==> config.mk <==
export PLATFORM = sky130hd
export DESIGN_NAME = id_exe_elastic_reg_flat
export DESIGN_NICKNAME = d
export VERILOG_FILES = /design/src/rtl/cpu_pkg.sv /design/src/rtl/id_exe_elastic_reg_if.sv /design/src/rtl/alu_ctrl_decode.sv /design/src/rtl/id_exe_elastic_reg.sv /design/src/flat_wrapper.sv
export SDC_FILE = /design/constraint.sdc
export NUM_CORES = 1
export LEC_CHECK = 0
export CAP_MARGIN = 40
export CORE_UTILIZATION = 39
export CTS_CLUSTER_SIZE = 10
export DETAILED_ROUTE_END_ITERATION = 12
export GPL_ROUTABILITY_DRIVEN = 0
export SLEW_MARGIN = 0
export SYNTH_ARGS = -nofsm -noshare
export SYNTH_HDL_FRONTEND = slang
export SYNTH_SLANG_ARGS = --single-unit
==> constraint.sdc <==
create_clock -name clk -period 32.6 [get_ports clk]
set_input_delay 6.52 -clock clk [delete_from_list [all_inputs] [get_ports clk]]
set_output_delay 6.52 -clock clk [all_outputs]
set_load 0.05 [all_outputs]
==> src/rtl/cpu_pkg.sv <==
// Shared CPU definitions for the ID/EXE elastic pipeline register.
//   - ALU control codes (4-bit base encoding, zero-extended by users
//     whose control bus is wider)
//   - MIPS opcode and R-type funct field values used by the decoder
//   - skid-buffer state encoding
package cpu_pkg;

  // ALU control codes
  localparam logic [3:0] ALU_MOVZ = 4'b0000;
  localparam logic [3:0] ALU_MOVN = 4'b0001;
  localparam logic [3:0] ALU_ADD  = 4'b0010;
  localparam logic [3:0] ALU_ADDU = 4'b0011;
  localparam logic [3:0] ALU_SUB  = 4'b0100;
  localparam logic [3:0] ALU_SUBU = 4'b0101;
  localparam logic [3:0] ALU_AND  = 4'b0110;
  localparam logic [3:0] ALU_OR   = 4'b0111;
  localparam logic [3:0] ALU_XOR  = 4'b1000;
  localparam logic [3:0] ALU_NOR  = 4'b1001;
  localparam logic [3:0] ALU_SLT  = 4'b1010;
  localparam logic [3:0] ALU_SLTU = 4'b1011;
  localparam logic [3:0] ALU_SRL  = 4'b1100;
  localparam logic [3:0] ALU_SRA  = 4'b1101;
  localparam logic [3:0] ALU_SLL  = 4'b1110;
  localparam logic [3:0] ALU_LUI  = 4'b1111;

  // Opcodes (instr[31:26])
  localparam logic [5:0] OP_RTYPE = 6'b000000;
  localparam logic [5:0] OP_J     = 6'b000010;
  localparam logic [5:0] OP_JAL   = 6'b000011;
  localparam logic [5:0] OP_BEQ   = 6'b000100;
  localparam logic [5:0] OP_BNE   = 6'b000101;
  localparam logic [5:0] OP_ADDI  = 6'b001000;
  localparam logic [5:0] OP_ADDIU = 6'b001001;
  localparam logic [5:0] OP_SLTI  = 6'b001010;
  localparam logic [5:0] OP_SLTIU = 6'b001011;
  localparam logic [5:0] OP_ANDI  = 6'b001100;
  localparam logic [5:0] OP_ORI   = 6'b001101;
  localparam logic [5:0] OP_XORI  = 6'b001110;
  localparam logic [5:0] OP_LUI   = 6'b001111;
  localparam logic [5:0] OP_LW    = 6'b100011;
  localparam logic [5:0] OP_SW    = 6'b101011;

  // R-type funct codes (instr[5:0])
  localparam logic [5:0] FN_SLL  = 6'b000000;
  localparam logic [5:0] FN_SRL  = 6'b000010;
  localparam logic [5:0] FN_SRA  = 6'b000011;
  localparam logic [5:0] FN_SLLV = 6'b000100;
  localparam logic [5:0] FN_SRLV = 6'b000110;
  localparam logic [5:0] FN_SRAV = 6'b000111;
  localparam logic [5:0] FN_MOVZ = 6'b001010;
  localparam logic [5:0] FN_MOVN = 6'b001011;
  localparam logic [5:0] FN_ADD  = 6'b100000;
  localparam logic [5:0] FN_ADDU = 6'b100001;
  localparam logic [5:0] FN_SUB  = 6'b100010;
  localparam logic [5:0] FN_SUBU = 6'b100011;
  localparam logic [5:0] FN_AND  = 6'b100100;
  localparam logic [5:0] FN_OR   = 6'b100101;
  localparam logic [5:0] FN_XOR  = 6'b100110;
  localparam logic [5:0] FN_NOR  = 6'b100111;
  localparam logic [5:0] FN_SLT  = 6'b101010;
  localparam logic [5:0] FN_SLTU = 6'b101011;

  // Skid-buffer occupancy: EMPTY (nothing held), ONE (main valid),
  // FULL (main + skid valid)
  typedef enum logic [1:0] {
    ST_EMPTY = 2'd0,
    ST_ONE   = 2'd1,
    ST_FULL  = 2'd2
  } skid_state_e;

endpackage

==> src/rtl/id_exe_elastic_reg_if.sv <==
// Bundle of the ID-side and EXE-side signals of the ID/EXE elastic register.
//   slave  : the pipeline register itself (consumes id_*, exe_ready;
//            produces id_ready, exe_*, dbg_state)
//   master : the surrounding pipeline / environment (opposite directions)
//
// Handshake: a beat moves on a rising clock edge where valid && ready are
// both 1. A producer holding valid may not withdraw or change its payload
// until the beat moves; ready may change freely.
interface id_exe_elastic_reg_if #(
  parameter int DATA_W     = 32,
  parameter int REG_ADDR_W = 5,
  parameter int ALU_CTRL_W = 4
) ();
  import cpu_pkg::*;

  // ID side
  logic                  id_valid;
  logic                  id_ready;
  logic [31:0]           id_instr;
  logic [DATA_W-1:0]     id_pc;
  logic [DATA_W-1:0]     id_ext_result;
  logic [DATA_W-1:0]     id_rs_data;
  logic [DATA_W-1:0]     id_rt_data;
  logic                  id_gpr_we;
  logic [REG_ADDR_W-1:0] id_gpr_waddr;
  logic [1:0]            id_gpr_wdata_select;
  logic [DATA_W-1:0]     id_mem_addr;

  // EXE side
  logic                  exe_ready;
  logic                  exe_valid;
  logic [DATA_W-1:0]     exe_alu_opr1;
  logic [DATA_W-1:0]     exe_alu_opr2;
  logic [ALU_CTRL_W-1:0] exe_alu_control;
  logic                  exe_illegal;
  logic [DATA_W-1:0]     exe_mem_fetch_addr;
  logic                  exe_gpr_we;
  logic [REG_ADDR_W-1:0] exe_gpr_waddr;
  logic [1:0]            exe_gpr_wdata_select;
  logic [DATA_W-1:0]     exe_gpr_rt;
  logic [DATA_W-1:0]     exe_pc;
  logic [31:0]           exe_instr;

  // FSM observation
  skid_state_e           dbg_state;

  modport slave (
    input  id_valid, id_instr, id_pc, id_ext_result, id_rs_data, id_rt_data,
           id_gpr_we, id_gpr_waddr, id_gpr_wdata_select, id_mem_addr,
           exe_ready,
    output id_ready, exe_valid, exe_alu_opr1, exe_alu_opr2, exe_alu_control,
           exe_illegal, exe_mem_fetch_addr, exe_gpr_we, exe_gpr_waddr,
           exe_gpr_wdata_select, exe_gpr_rt, exe_pc, exe_instr, dbg_state
  );

  modport master (
    output id_valid, id_instr, id_pc, id_ext_result, id_rs_data, id_rt_data,
           id_gpr_we, id_gpr_waddr, id_gpr_wdata_select, id_mem_addr,
           exe_ready,
    input  id_ready, exe_valid, exe_alu_opr1, exe_alu_opr2, exe_alu_control,
           exe_illegal, exe_mem_fetch_addr, exe_gpr_we, exe_gpr_waddr,
           exe_gpr_wdata_select, exe_gpr_rt, exe_pc, exe_instr, dbg_state
  );

endinterface

==> src/rtl/alu_ctrl_decode.sv <==
// Combinational ALU-control / operand-select decoder on the ID side.
//   instr       in  32  instruction word
//   alu_control out 4   ALU op code (cpu_pkg ALU_*)
//   illegal     out 1   opcode / funct not recognised
//   opr1_sel    out 1   1 = operand 1 takes the extended immediate (shamt)
//   opr2_sel    out 1   1 = operand 2 takes the extended immediate
module alu_ctrl_decode
  import cpu_pkg::*;
(
  input  logic [31:0] instr,
  output logic [3:0]  alu_control,
  output logic        illegal,
  output logic        opr1_sel,
  output logic        opr2_sel
);

  logic [5:0] opcode;
  logic [5:0] funct;
  // Register-number / immediate fields play no part in the decode.
  logic       unused_instr_bits;

  assign opcode            = instr[31:26];
  assign funct             = instr[5:0];
  assign unused_instr_bits = ^instr[25:6];

  // Shift-by-shamt forms (sll/srl/sra) feed the shamt through operand 1.
  assign opr1_sel = (instr[29:26] == 4'd0) && !instr[5] && !instr[3] && !instr[2];
  // I-type ALU ops (bit 29) and loads/stores (bit 31) use the immediate.
  assign opr2_sel = instr[29] | instr[31];

  always_comb begin
    alu_control = ALU_AND;
    illegal     = 1'b0;
    if (opcode == OP_RTYPE) begin
      case (funct)
        FN_ADD:          alu_control = ALU_ADD;
        FN_ADDU:         alu_control = ALU_ADDU;
        FN_SUB:          alu_control = ALU_SUB;
        FN_SUBU:         alu_control = ALU_SUBU;
        FN_AND:          alu_control = ALU_AND;
        FN_OR:           alu_control = ALU_OR;
        FN_XOR:          alu_control = ALU_XOR;
        FN_NOR:          alu_control = ALU_NOR;
        FN_SLT:          alu_control = ALU_SLT;
        FN_SLTU:         alu_control = ALU_SLTU;
        FN_SLL, FN_SLLV: alu_control = ALU_SLL;
        FN_SRL, FN_SRLV: alu_control = ALU_SRL;
        FN_SRA, FN_SRAV: alu_control = ALU_SRA;
        FN_MOVZ:         alu_control = ALU_MOVZ;
        FN_MOVN:         alu_control = ALU_MOVN;
        default: begin
          alu_control = ALU_MOVZ;
          illegal     = 1'b1;
        end
      endcase
    end else begin
      case (opcode)
        OP_ADDI:                    alu_control = ALU_ADD;
        OP_LW, OP_SW, OP_ADDIU:     alu_control = ALU_ADDU;
        OP_ANDI:                    alu_control = ALU_AND;
        OP_ORI:                     alu_control = ALU_OR;
        OP_XORI:                    alu_control = ALU_XOR;
        OP_SLTI:                    alu_control = ALU_SLT;
        OP_SLTIU:                   alu_control = ALU_SLTU;
        OP_LUI:                     alu_control = ALU_LUI;
        // Control transfers are resolved elsewhere; the ALU result is unused.
        OP_BEQ, OP_BNE, OP_J, OP_JAL: alu_control = ALU_AND;
        default: begin
          alu_control = ALU_AND;
          illegal     = 1'b1;
        end
      endcase
    end
  end

endmodule

==> src/rtl/id_exe_elastic_reg.sv <==
// ID/EXE pipeline register with valid/ready handshake, optional 2-entry
// skid buffer and synchronous flush.
//   clk    in   clock
//   reset  in   asynchronous active-high reset
//   flush  in   squash held and same-cycle incoming entries
//   bus    slave modport of id_exe_elastic_reg_if (ID inputs, EXE outputs,
//          dbg_state)
// Decode (ALU control, illegal, operand selects) is done from the ID-side
// instruction and registered, so every EXE output is a flop (exe_gpr_we is
// a flop ANDed with the registered valid).
module id_exe_elastic_reg
  import cpu_pkg::*;
#(
  parameter int DATA_W     = 32,
  parameter int REG_ADDR_W = 5,
  parameter int ALU_CTRL_W = 4,
  parameter bit SKID_EN    = 1'b1
) (
  input logic                 clk,
  input logic                 reset,
  input logic                 flush,
  id_exe_elastic_reg_if.slave bus
);

  // Stored entry layout (gpr_we is kept apart so flush can clear it alone):
  // {opr1, opr2, alu_ctrl, illegal, mem_addr, waddr, wsel, rt, pc, instr}
  localparam int PAY_W = 5 * DATA_W + ALU_CTRL_W + 1 + REG_ADDR_W + 2 + 32;

  logic [3:0]            dec_ctrl;
  logic                  dec_illegal;
  logic                  dec_opr1_sel;
  logic                  dec_opr2_sel;
  logic [DATA_W-1:0]     opr1_in;
  logic [DATA_W-1:0]     opr2_in;
  logic [ALU_CTRL_W-1:0] ctrl_in;
  logic [PAY_W-1:0]      in_pay;

  skid_state_e           state;
  logic [PAY_W-1:0]      main_q;
  logic [PAY_W-1:0]      skid_q;
  logic                  main_we_q;
  logic                  skid_we_q;
  logic                  rdy_q;

  logic                  exe_valid_w;
  logic                  in_xfer;
  logic                  out_xfer;

  alu_ctrl_decode u_dec (
    .instr       (bus.id_instr),
    .alu_control (dec_ctrl),
    .illegal     (dec_illegal),
    .opr1_sel    (dec_opr1_sel),
    .opr2_sel    (dec_opr2_sel)
  );

  assign opr1_in = dec_opr1_sel ? bus.id_ext_result : bus.id_rs_data;
  assign opr2_in = dec_opr2_sel ? bus.id_ext_result : bus.id_rt_data;
  assign ctrl_in = ALU_CTRL_W'(dec_ctrl);

  assign in_pay = {opr1_in, opr2_in, ctrl_in, dec_illegal, bus.id_mem_addr,
                   bus.id_gpr_waddr, bus.id_gpr_wdata_select, bus.id_rt_data,
                   bus.id_pc, bus.id_instr};

  assign exe_valid_w = (state != ST_EMPTY);

  // With the skid buffer, ready is a flop (state != FULL) so there is no
  // combinational path from exe_ready. Without it, ready looks through.
  assign bus.id_ready = SKID_EN ? rdy_q : (~exe_valid_w | bus.exe_ready);

  assign in_xfer  = bus.id_valid & bus.id_ready;
  assign out_xfer = exe_valid_w & bus.exe_ready;

  always_ff @(posedge clk or posedge reset) begin
    if (reset) begin
      state     <= ST_EMPTY;
      main_q    <= '0;
      skid_q    <= '0;
      main_we_q <= 1'b0;
      skid_we_q <= 1'b0;
      rdy_q     <= 1'b0;
    end else if (flush) begin
      // Payload is left as-is; only the write enables are squashed.
      state     <= ST_EMPTY;
      main_we_q <= 1'b0;
      skid_we_q <= 1'b0;
      rdy_q     <= 1'b1;
    end else begin
      rdy_q <= 1'b1;
      case (state)
        ST_EMPTY: begin
          if (in_xfer) begin
            main_q    <= in_pay;
            main_we_q <= bus.id_gpr_we;
            state     <= ST_ONE;
          end
        end
        ST_ONE: begin
          if (in_xfer && out_xfer) begin
            main_q    <= in_pay;
            main_we_q <= bus.id_gpr_we;
          end else if (in_xfer) begin
            // Only reachable with SKID_EN: main is stalled, park the new beat.
            skid_q    <= in_pay;
            skid_we_q <= bus.id_gpr_we;
            state     <= ST_FULL;
            rdy_q     <= 1'b0;
          end else if (out_xfer) begin
            main_we_q <= 1'b0;
            state     <= ST_EMPTY;
          end
        end
        ST_FULL: begin
          if (out_xfer) begin
            main_q    <= skid_q;
            main_we_q <= skid_we_q;
            skid_we_q <= 1'b0;
            state     <= ST_ONE;
          end else begin
            rdy_q <= 1'b0;
          end
        end
        default: begin
          state     <= ST_EMPTY;
          main_we_q <= 1'b0;
          skid_we_q <= 1'b0;
        end
      endcase
    end
  end

  assign {bus.exe_alu_opr1, bus.exe_alu_opr2, bus.exe_alu_control,
          bus.exe_illegal, bus.exe_mem_fetch_addr, bus.exe_gpr_waddr,
          bus.exe_gpr_wdata_select, bus.exe_gpr_rt, bus.exe_pc,
          bus.exe_instr} = main_q;

  assign bus.exe_valid  = exe_valid_w;
  assign bus.exe_gpr_we = main_we_q & exe_valid_w;
  assign bus.dbg_state  = state;

endmodule
==> src/flat_wrapper.sv <==
// flat-port wrapper written by rule: the top's interface ports become plain ports
module id_exe_elastic_reg_flat import cpu_pkg::*;
#(
  parameter int DATA_W     = 32,
  parameter int REG_ADDR_W = 5,
  parameter int ALU_CTRL_W = 4,
  parameter bit SKID_EN    = 1'b1
)
  (clk, reset, flush, bus_id_valid, bus_id_instr, bus_id_pc, bus_id_ext_result, bus_id_rs_data, bus_id_rt_data, bus_id_gpr_we, bus_id_gpr_waddr, bus_id_gpr_wdata_select, bus_id_mem_addr, bus_exe_ready, bus_id_ready, bus_exe_valid, bus_exe_alu_opr1, bus_exe_alu_opr2, bus_exe_alu_control, bus_exe_illegal, bus_exe_mem_fetch_addr, bus_exe_gpr_we, bus_exe_gpr_waddr, bus_exe_gpr_wdata_select, bus_exe_gpr_rt, bus_exe_pc, bus_exe_instr, bus_dbg_state);
  id_exe_elastic_reg_if #(.DATA_W(DATA_W), .REG_ADDR_W(REG_ADDR_W), .ALU_CTRL_W(ALU_CTRL_W)) bus_i ();
  input logic clk;
  input logic reset;
  input logic flush;
  input wire logic [$bits(bus_i.id_valid)-1:0] bus_id_valid;
  input wire logic [$bits(bus_i.id_instr)-1:0] bus_id_instr;
  input wire logic [$bits(bus_i.id_pc)-1:0] bus_id_pc;
  input wire logic [$bits(bus_i.id_ext_result)-1:0] bus_id_ext_result;
  input wire logic [$bits(bus_i.id_rs_data)-1:0] bus_id_rs_data;
  input wire logic [$bits(bus_i.id_rt_data)-1:0] bus_id_rt_data;
  input wire logic [$bits(bus_i.id_gpr_we)-1:0] bus_id_gpr_we;
  input wire logic [$bits(bus_i.id_gpr_waddr)-1:0] bus_id_gpr_waddr;
  input wire logic [$bits(bus_i.id_gpr_wdata_select)-1:0] bus_id_gpr_wdata_select;
  input wire logic [$bits(bus_i.id_mem_addr)-1:0] bus_id_mem_addr;
  input wire logic [$bits(bus_i.exe_ready)-1:0] bus_exe_ready;
  output wire logic [$bits(bus_i.id_ready)-1:0] bus_id_ready;
  output wire logic [$bits(bus_i.exe_valid)-1:0] bus_exe_valid;
  output wire logic [$bits(bus_i.exe_alu_opr1)-1:0] bus_exe_alu_opr1;
  output wire logic [$bits(bus_i.exe_alu_opr2)-1:0] bus_exe_alu_opr2;
  output wire logic [$bits(bus_i.exe_alu_control)-1:0] bus_exe_alu_control;
  output wire logic [$bits(bus_i.exe_illegal)-1:0] bus_exe_illegal;
  output wire logic [$bits(bus_i.exe_mem_fetch_addr)-1:0] bus_exe_mem_fetch_addr;
  output wire logic [$bits(bus_i.exe_gpr_we)-1:0] bus_exe_gpr_we;
  output wire logic [$bits(bus_i.exe_gpr_waddr)-1:0] bus_exe_gpr_waddr;
  output wire logic [$bits(bus_i.exe_gpr_wdata_select)-1:0] bus_exe_gpr_wdata_select;
  output wire logic [$bits(bus_i.exe_gpr_rt)-1:0] bus_exe_gpr_rt;
  output wire logic [$bits(bus_i.exe_pc)-1:0] bus_exe_pc;
  output wire logic [$bits(bus_i.exe_instr)-1:0] bus_exe_instr;
  output wire logic [$bits(bus_i.dbg_state)-1:0] bus_dbg_state;
  assign bus_i.id_valid = bus_id_valid;
  assign bus_i.id_instr = bus_id_instr;
  assign bus_i.id_pc = bus_id_pc;
  assign bus_i.id_ext_result = bus_id_ext_result;
  assign bus_i.id_rs_data = bus_id_rs_data;
  assign bus_i.id_rt_data = bus_id_rt_data;
  assign bus_i.id_gpr_we = bus_id_gpr_we;
  assign bus_i.id_gpr_waddr = bus_id_gpr_waddr;
  assign bus_i.id_gpr_wdata_select = bus_id_gpr_wdata_select;
  assign bus_i.id_mem_addr = bus_id_mem_addr;
  assign bus_i.exe_ready = bus_exe_ready;
  assign bus_id_ready = bus_i.id_ready;
  assign bus_exe_valid = bus_i.exe_valid;
  assign bus_exe_alu_opr1 = bus_i.exe_alu_opr1;
  assign bus_exe_alu_opr2 = bus_i.exe_alu_opr2;
  assign bus_exe_alu_control = bus_i.exe_alu_control;
  assign bus_exe_illegal = bus_i.exe_illegal;
  assign bus_exe_mem_fetch_addr = bus_i.exe_mem_fetch_addr;
  assign bus_exe_gpr_we = bus_i.exe_gpr_we;
  assign bus_exe_gpr_waddr = bus_i.exe_gpr_waddr;
  assign bus_exe_gpr_wdata_select = bus_i.exe_gpr_wdata_select;
  assign bus_exe_gpr_rt = bus_i.exe_gpr_rt;
  assign bus_exe_pc = bus_i.exe_pc;
  assign bus_exe_instr = bus_i.exe_instr;
  assign bus_dbg_state = bus_i.dbg_state;
  id_exe_elastic_reg #(.DATA_W(DATA_W), .REG_ADDR_W(REG_ADDR_W), .ALU_CTRL_W(ALU_CTRL_W), .SKID_EN(SKID_EN)) u_core (.clk(clk), .reset(reset), .flush(flush), .bus(bus_i));
endmodule
==> results.yml <==
outcome:
  status: "finished clean"
timing:
  min_period_ns: 9.41
  fin_crit_sh_pct: 28.9
  holdWs_ns: 0.471
  fmax_ghz: 0.106
  finalMaxSlewViolations: 0
  slew_headroom_pct: 44.0
  rsz0062_at_grt: "false"
  clock-skew-final_ns: 0.0138
  tightest_slew_ns: 0.840
  fin_ws_ns: 23.19
  setup_tns_ns: 0
  hold_viol: 0
  setup_violations: 0
cts:
  htree_levels: 2
  cts.clk_slew.worst_paths_ns: 0.06
  cts_resized: 0
  post_cts_buffers: 0
  cts-root-buf: "clkbuf_16"
  clock_sinks: 413
  clk_latency_ns: 0.57
  hold_buffers: 0
  clockBufferDepth: 3
  tritoncts: "done"
  numCtsBuffers: 48
floorplanning:
  rows: 78
  core_area_um2: 45300
  start_util_pct: 39.5
  die_area_um2: 46800
  ios: 414
  die_w_um: 216
  die_y_um: 216
logic_synthesis:
  ys_warn_count: 0
  synth_mux_area_share_pct: 11.2
  synth_top_cell_by_area: "dfrtp_1"
  ys_seq_area_share_pct: 57.7
  ys_types: 44
  yosys.area.top_type_share_pct: 57.7
  synth_nets: 2095
  synth_xor_area_share_pct: 0
  synth-simple-area-share_pct: 17.0
  synth_compound_area_share_pct: 10.4
  synth_common_cells: "nand2_1 (680), dfrtp_1 (413), o21ai_0 (242)"
  synth_top_family_by_area: "simple AND/OR/NAND/NOR gates"
  synthCells: 1886
  netlist_area_um2: 17900
  syn_avg_cell_area_um2: 9.49
  yosys-top-cells-area: "dfrtp_1 (58%), nand2_1 (14%), mux2i_1 (11%)"
  async_flop_share_pct: 100
  synth_top_flop_cell: "dfrtp_1"
  yosysMostFrequentCell: "nand2_1"
  ys_ff_latch: 413
  synth_edf_count: 0
  synthAdderAreaFrac_pct: 0.280
worst_hold_path:
  min_path_type: "flip-flop to flip-flop"
  min_path_cells: 2
critical_path:
  crit_family: "buffers and inverters"
  worstSetupPathDepth: 10
  slowest_stage: "nand3_4"
  max_stage_delay_ns: 0.63
  start_kind: "primary input"
  crit_fanout: 77
  cp.required_ns: 33.03
  crit_arrival_ns: 9.85
  cp_num_buf_inv: 5
  reg2reg_depth: 9
  cp-end-kind: "flip-flop"
  crit_chain: "clkdlybuf4s50_1 > nand2_1 > a22oi_1 > nand3_4 > buf_4 > buf_16 > buf_4 > buf_16 > nand2_1 > o211ai_1"
  critical_path_class: "primary input to flip-flop"
placement:
  pre_cts_ws_ns: 22.60
  place_hpwl_mm: 34.4
  port_buffers: 413
finish:
  areaGrowthSynthToFinish_pct: 34.4
  seq_area_um2: 10300
  fin_nets: 2456
  multi_input_area_um2: 7020
  n_fill_cell: 4156
  final_layout_size_suffix_gt1_share_pct: 4.25
global_routing:
  antenna_found_initial: 4
  grt_pass1_wl_mm: 81.8
  grt_overflow: 0
  grt_max_degree: 91
  track_usage_pct: 22.0
  grt_pass1_vias: 14500
power:
  vdd_drop_max_v: 0.0000562
  p_leak_uw: 0.0108
  power_density_nw_per_um2: 104
run:
  max_cap_violations: 0
route:
  drc_errors: 0
  wl_per_cell_um: 17.9
  route.vias.total: 14300
  firstDrtPassIters: 5
  first_iter_violations: 832
  via_per_inst: 4.99
  drt-total-wl_mm: 51.2
  ant_nets: 0
[final cells by class]
cell class              count  area share (%)
well taps                 600            3.12
inverters                  10           0.187
multi-input cells        1330            29.2
diodes                      3          0.0312
clock buffers              63            5.44
repair buffers            444            19.1
flip-flops and latches    413            43.0
[stage by stage]
step | cell area, um2 | utilization, % | total power, uW | instances
after floorplan | 17900 | - | 1620 | 1886
after global placement | 22400 | 49.5 | 2010 | 2785
after detailed placement | 22700 | 50.2 | 2050 | 2797
after CTS | 24000 | 53.1 | 2540 | 2860
after global routing | 24000 | 53.1 | 2660 | 2862
final | 24100 | 53.1 | 2510 | 2863
[logic make-up after synthesis]
kind of cell,Yosys count
buffers and inverters,143
AND/OR/NAND/NOR,782
multiplexers,201
flip-flops,413
adder cells (fa/ha/maj),4
AO/OA/AOI/OAI,343
[placed cells by master (no fill, tap or decap), types with 5 or more instances in the layout]
| cell | instances |
|---|---|
| nand2_1 | 679 |
| clkdlybuf4s50_1 | 413 |
| dfrtp_1 | 413 |
| o21ai_0 | 242 |
| mux2i_1 | 200 |
| clkbuf_16 | 49 |
| nor2_1 | 42 |
| a21oi_1 | 40 |
| nand3_1 | 36 |
| o211ai_1 | 35 |
| buf_4 | 19 |
| clkbuf_1 | 11 |
| inv_1 | 9 |
| buf_16 | 9 |
| o21ai_1 | 7 |
| nor2b_1 | 5 |
[report_power, final]
part	total [uW]	leakage, uW	internal [uW]	switching [uW]
sequential	880	0.00515	752	128
clock	474	0.000638	275	199
combinational	1160	0.00506	375	782
[routing by layer]
metal	track usage (%)	part of all wire, %	up-vias
li1	-	-	6973
met2	35.1	47	362
met5	0	0.051	-
met4	7.96	2.9	4
met1	28.4	43	6875
met3	6.54	7.5	85
[worst register-to-register path: cells and delay by family (launching register included)]
kind | cells | cell delay (ns)
flops | 1 | 0.43
buf+inv | 5 | 1.74
simple gates | 1 | 0.59
compound gates | 2 | 0.46
fa+ha+maj | 1 | 0.51
[final timing paths]
| path | from | endpoint | slack [ns] |
|---|---|---|---|
| setup / recovery | bus_id_valid | u_core.main_q[197] | 23.19 |
| hold / removal | u_core.skid_q[65] | u_core.skid_q[65] | 0.47 |
| setup reg to reg | u_core.bus.dbg_state[0] | u_core.main_q[88] | 28.73 |
| hold reg to reg | u_core.skid_q[65] | u_core.skid_q[65] | 0.47 |
| max in group asynchronous | reset | u_core.skid_q[102] | 24.41 |
| min in group asynchronous | reset | u_core.skid_q[54] | 6.40 |
[state kept, by name, summed over array words and instances, names as in the netlist]
register / flops
u_core.main_we_q: 1
u_core.bus.dbg_state: 2
u_core.bus.id_ready: 1
u_core.skid_q: 204
u_core.main_q: 204
u_core.skid_we_q: 1
Power figures use the tool's default switching activity.
